File: src/rtl/fifo_reader_pkg.sv
// Shared types and constants for the fifo_reader read-side controller.
package fifo_reader_pkg;

    typedef enum logic [1:0] {
        ST_IDLE = 2'd0,
        ST_RUN  = 2'd1,
        ST_HALT = 2'd2
    } state_t;

    localparam int DEFAULT_DATA_SIZE = 4;
    localparam int DEFAULT_CNT_SIZE  = 16;
    localparam int OUTBUF_DEPTH      = 2;
    localparam int OCC_W             = $clog2(OUTBUF_DEPTH + 1);

endpackage

File: src/rtl/fifo_reader_outbuf.sv
// Two-entry output buffer: push at the tail, pop from the head, occupancy count.
// Pure storage; all flow-control decisions live in fifo_reader.
module fifo_reader_outbuf
    import fifo_reader_pkg::*;
#(
    parameter int DATA_SIZE = DEFAULT_DATA_SIZE
)
(
    input  logic                 clk,
    input  logic                 reset,
    input  logic                 push,
    input  logic [DATA_SIZE-1:0] push_data,
    input  logic                 pop,
    output logic [OCC_W-1:0]     occ,
    output logic [DATA_SIZE-1:0] head
);

    logic [DATA_SIZE-1:0] mem [OUTBUF_DEPTH];
    logic                 rd_ptr;
    logic                 wr_ptr;
    logic                 do_pop;

    assign do_pop = pop && (occ != '0);

    always_ff @(posedge clk or posedge reset) begin
        if (reset) begin
            // NOTE: the entries are reset too, because the head drives out_data and must read zero after reset.
            for (int i = 0; i < OUTBUF_DEPTH; i++) begin
                mem[i] <= '0;
            end
            rd_ptr <= 1'b0;
            wr_ptr <= 1'b0;
            occ    <= '0;
        end else begin
            assert (!(push && occ == OCC_W'(OUTBUF_DEPTH)));
            if (push) begin
                mem[wr_ptr] <= push_data;
                wr_ptr      <= ~wr_ptr;
            end
            if (do_pop) begin
                rd_ptr <= ~rd_ptr;
            end
            if (push && !do_pop) begin
                occ <= occ + OCC_W'(1);
            end else if (!push && do_pop) begin
                occ <= occ - OCC_W'(1);
            end
        end
    end

    assign head = mem[rd_ptr];

endmodule

File: src/rtl/fifo_reader.sv
// Read-side FIFO controller: credit-limited read strobes, 2-entry output buffer, HALT on FIFO error.
// Define FIFO_READER_COUNT_EN to add the rd_count delivered-word counter.
module fifo_reader
    import fifo_reader_pkg::*;
#(
    parameter int DATA_SIZE = DEFAULT_DATA_SIZE
`ifdef FIFO_READER_COUNT_EN
    , parameter int CNT_SIZE = DEFAULT_CNT_SIZE
`endif
)
(
    input  logic                 clk,
    input  logic                 reset,
    input  logic                 enable,
    input  logic                 fifo_empty,
    input  logic [DATA_SIZE-1:0] fifo_data,
    input  logic                 fifo_error,
    output logic                 fifo_read,
    output logic                 out_valid,
    input  logic                 out_ready,
    output logic [DATA_SIZE-1:0] out_data,
    output logic                 halted,
    input  logic                 clear_err
`ifdef FIFO_READER_COUNT_EN
    , output logic [CNT_SIZE-1:0] rd_count
`endif
);

    state_t           state;
    state_t           state_next;
    logic             inflight;
    logic             pop;
    logic [OCC_W-1:0] occ;
    logic [OCC_W:0]   credits_used;

    assign pop = out_valid && out_ready;

    // A word leaving this cycle frees its slot for a read issued now, which is
    // what allows one word per cycle while out_ready stays high.
    assign credits_used = {1'b0, occ} + (OCC_W+1)'(inflight) - (OCC_W+1)'(pop);

    always_ff @(posedge clk or posedge reset) begin
        if (reset) begin
            // NOTE: non-blocking assignments so every register samples pre-edge values.
            state <= ST_IDLE;
        end else begin
            state <= state_next;
        end
    end

    always_comb begin
        // NOTE: default assignment first, so no path leaves state_next unassigned (no latch).
        state_next = state;
        unique case (state)
            ST_IDLE: if (enable && !fifo_empty)  state_next = ST_RUN;
            ST_RUN:  if (!enable || fifo_empty)  state_next = ST_IDLE;
            ST_HALT: if (clear_err)              state_next = ST_IDLE;
            default:                             state_next = ST_IDLE;
        endcase
        if (state != ST_HALT && fifo_read && fifo_error) begin
            state_next = ST_HALT;
        end
    end

    always_comb begin
        fifo_read = (state == ST_RUN) && enable && !fifo_empty &&
                    (credits_used < (OCC_W+1)'(OUTBUF_DEPTH));
        halted    = (state == ST_HALT);
    end

    // The read word is captured even if the FSM has just left RUN.
    always_ff @(posedge clk or posedge reset) begin
        if (reset) begin
            inflight <= 1'b0;
        end else begin
            inflight <= fifo_read;
        end
    end

    fifo_reader_outbuf #(
        .DATA_SIZE (DATA_SIZE)
    ) u_outbuf (
        .clk       (clk),
        .reset     (reset),
        .push      (inflight),
        .push_data (fifo_data),
        .pop       (pop),
        .occ       (occ),
        .head      (out_data)
    );

    assign out_valid = (occ != '0);

`ifdef FIFO_READER_COUNT_EN
    always_ff @(posedge clk or posedge reset) begin
        if (reset) begin
            rd_count <= '0;
        end else if (pop) begin
            rd_count <= rd_count + CNT_SIZE'(1);
        end
    end
`endif

endmodule
File: config.mk
export PLATFORM = sky130hd
export DESIGN_NAME = fifo_reader
export DESIGN_NICKNAME = d
export VERILOG_FILES = /design/src/rtl/fifo_reader_pkg.sv /design/src/rtl/fifo_reader_outbuf.sv /design/src/rtl/fifo_reader.sv
export SDC_FILE = /design/constraint.sdc
export NUM_CORES = 1
export LEC_CHECK = 0
export BUFFER_PORTS_ARGS = -buffer_cell sky130_fd_sc_hd__buf_2
export CAP_MARGIN = 20
export CELL_PAD_IN_SITES_DETAIL_PLACEMENT = 1
export CELL_PAD_IN_SITES_GLOBAL_PLACEMENT = 1
export CORE_MARGIN = 2
export CORE_UTILIZATION = 39
export DETAILED_ROUTE_END_ITERATION = 8
export PLACE_DENSITY = 0.78
export SLEW_MARGIN = 5
export SYNTH_ARGS = -nofsm -noshare
export SYNTH_HDL_FRONTEND = slang
export SYNTH_HIERARCHICAL = 1
export SYNTH_SLANG_ARGS = --single-unit
File: constraint.sdc
create_clock -name clk -period 2.7 [get_ports clk]
set_clock_uncertainty 0.05 [all_clocks]
set_input_delay 0.27 -clock clk [delete_from_list [all_inputs] [get_ports clk]]
set_output_delay 0.27 -clock clk [all_outputs]
set_load 0.02 [all_outputs]
==> qor.csv <==
stage,metric,value,unit
run_status,outcome,finished with violations,
run_status,failing checks,setup timing,
synthesis,YS warnings,6,
die,initial core utilization,41.9,%
synthesis,Post-Syn Area,731,sq um
die,Core Region,0.00175,sq mm
setup_path,critical path class,reg -> out,
sta,Final setup viols,1,
global_route,GRT Overall Usage,15.9,%
die,num rows,15,
synthesis,post-synth top area cell,dfrtp_1,
cts,CTS buffer count,3,
sta,post-route setup TNS,-31.9,ps
power_and_ir_drop,Lkg Pwr,0.000467,uW
cts,CTS tree,done,
place,Inst Count DP,107,
cells_and_area,Non-Filler Instances,113,
drt,initial DRC count,3,
place,dpl hpwl,1060,microns
cells_and_area,fill count,195,
cts,H-tree levels,1,
global_route,first-pass GRT wire length,2370,microns
synthesis,Synthesized Nets,77,
place,RD Place Congestion,0.748,
cts,clk sinks,15,
synthesis,register area share after synthesis,51.4,%
sta,RSZ-0062 raised after global routing,true,
cts,CTS root buf,clkbuf_4,
power_and_ir_drop,PD cells,1120,mW/mm^2
synthesis,top post-synthesis cells by count,"15 x dfrtp_1, 14 x nand2_1, 8 x mux2_2",
die,total die area,0.00224,sq mm
place,# port buffers,17,
synthesis,synth top area cells,"dfrtp_1 51%, mux2_2 12%, nand2_1 7.2%",
sta,Rel. slew slack,70.0,%
die,io pins,18,
synthesis,ys flop type,dfrtp_1,
drt,final WL,1520,microns
global_route,global route total overflow,0,
drt,DRC viols,0,
drt,first-pass detailed-route iteration total,3,
synthesis,Yosys cell types,22,
sta,final worst path period share,101,%
synthesis,Post-synth EDFFs,0,
global_route,vias in the first global route,502,
drt,Final ANT Viol Nets,0,
sta,slack of the critical path,-31.9,ps
setup_path,Worst Path Required,2380,ps
cells_and_area,NumNets Final,103,
hold_path,worst min-delay path category,in -> reg,
sta,Tightest Pin Transition,449,ps
cells_and_area,P&R area growth vs syn,33.0,%
run,max_cap viols,0,
power_and_ir_drop,post-layout power,1090,uW
drt,Vias,539,
setup_path,crit end category,output port,
synthesis,mean post-synth cell area,11.6,sq um
synthesis,Async SR Flop Fraction,100,%
synthesis,#FFs+latches synth,15,
global_route,largest net degree at the start of global routing,13,
cts,clock latency on the worst-skew pair,280,ps
global_route,initial antenna violation count,0,
sta,Fin. Hold Viols,0,
synthesis,"count leader, synth",dfrtp_1,
cells_and_area,share of layout cells above drive strength 1,48.9,%
sta,worst hold slack,139,ps
setup_path,CP Max Fanout,2,
cells_and_area,Antenna Cells,0,
power_and_ir_drop,Worst VDD drop,0.554,mV
setup_path,critical path launch point type,flop,
sta,max-slew violations,0,
synthesis,Yosys top cell area share,51.4,%
cts,Clock Tree Buf Depth,2,
setup_path,Critical Path AT,2410,ps
sta,Period minus WS final,2730,ps
drt,WL per Instance,13.5,microns
drt,vias per cell,4.77,
sta,upper clock frequency limit,366,MHz
cts,clk slew on worst S/H paths,80,ps
die,die extent in x,47.3,microns
die,Die Height,47.3,microns
synthesis,Post-Synthesis Cells,63,
-- per-stage QoR --
stage / cell area [sq um] / utilization, % / setup slack, ps
after floorplan: 736 / - / 82.6
after global placement: 867 / 49.7 / 223
after detailed placement: 867 / 49.7 / 167
after CTS: 962 / 55.1 / -63.1
after global routing: 972 / 55.7 / -108
final: 972 / 55.7 / -31.9
-- worst max-delay path, cell delays in order, from the launching register on --
cell and delay (ps):
dfrtp_1 380, or2_4 250, and2_4 150, ha_4 210
nand2b_4 140, fa_2 560, nand2_2 80, nor3_4 220
buf_6 150
-- logic make-up (layout without fill, tap and decap cells) --
logic type | after synthesis | count (layout) | share of synthesized area (%)
AO/OA/AOI/OAI | 3 | 3 | 3.77
XOR/XNOR | 6 | 6 | 7.19
multiplexers | 8 | 8 | 12.3
flip-flops | 15 | 15 | 51.4
buffers and inverters | 3 | 28 | 1.54
AND/OR/NAND/NOR | 25 | 25 | 17.6
adder cells (fa/ha/maj) | 3 | 3 | 6.16
-- registers in the layout (all words and copies together), names as in the netlist --
signal,count
u_outbuf/rd_ptr,1
u_outbuf/occ,2
state,2
u_outbuf/wr_ptr,1
inflight,1
u_outbuf/mem,8
-- routing by layer --
layer / global-route usage, % / share of wire, %
met5: 0 / 0
met1: 20.2 / 47
met3: 5.77 / 3.6
met2: 25.1 / 49
met4: 5.00 / 0.66
-- cell type report --
cell class,instances,area (sq um),area share [%]
Tap cell,25,31.3,3.22
Multi-Input combinational cell,45,404,41.6
Inverter,3,11.3,1.16
Clock buffer,4,26.3,2.70
Timing Repair Buffer,21,124,12.7
Sequential cell,15,375,38.6
-- cell usage in the layout, fill, tap and decap left out, types with 2 or more instances in the layout --
master	netlist	routed
buf_2	0	16
buf_4	0	3
clkbuf_4	0	3
dfrtp_1	15	15
inv_1	3	3
mux2_2	8	8
nand2_1	14	13
xnor2_1	2	2
xor2_1	4	3
-- final timing paths --
kind / slack, ps / cells past startpoint / endpoint / from
worst min register to register: 430 / 2 / u_outbuf/mem[6] / u_outbuf/mem[6]
worst max register to register: 480 / 8 / state[1] / u_outbuf/occ[0]
worst max-delay path: -30 / 8 / fifo_read / u_outbuf/occ[0]
min in group asynchronous: 350 / 3 / inflight / reset
worst min-delay path: 140 / 3 / u_outbuf/mem[6] / fifo_data[2]
max in group asynchronous: 1800 / 3 / u_outbuf/mem[7] / reset
-- repair_timing --
action                                  CTS  global route
endpoints found under the setup margin    1             1
hold buffers                              1             0
gates cloned                              0             0
endpoints found under the hold margin    15             0
pin swaps                                 5             3
buffers inserted                          1             0
resized for setup                         9             2
-- where the power goes --
part | switching (uW) | internal, uW | leakage [uW]
clock | 66.8 | 57.4 | 0.0000150
combinational | 287 | 295 | 0.000273
sequential | 66.6 | 320 | 0.000178
total | 421 | 672 | 0.000467
Power figures use the tool's default switching activity.
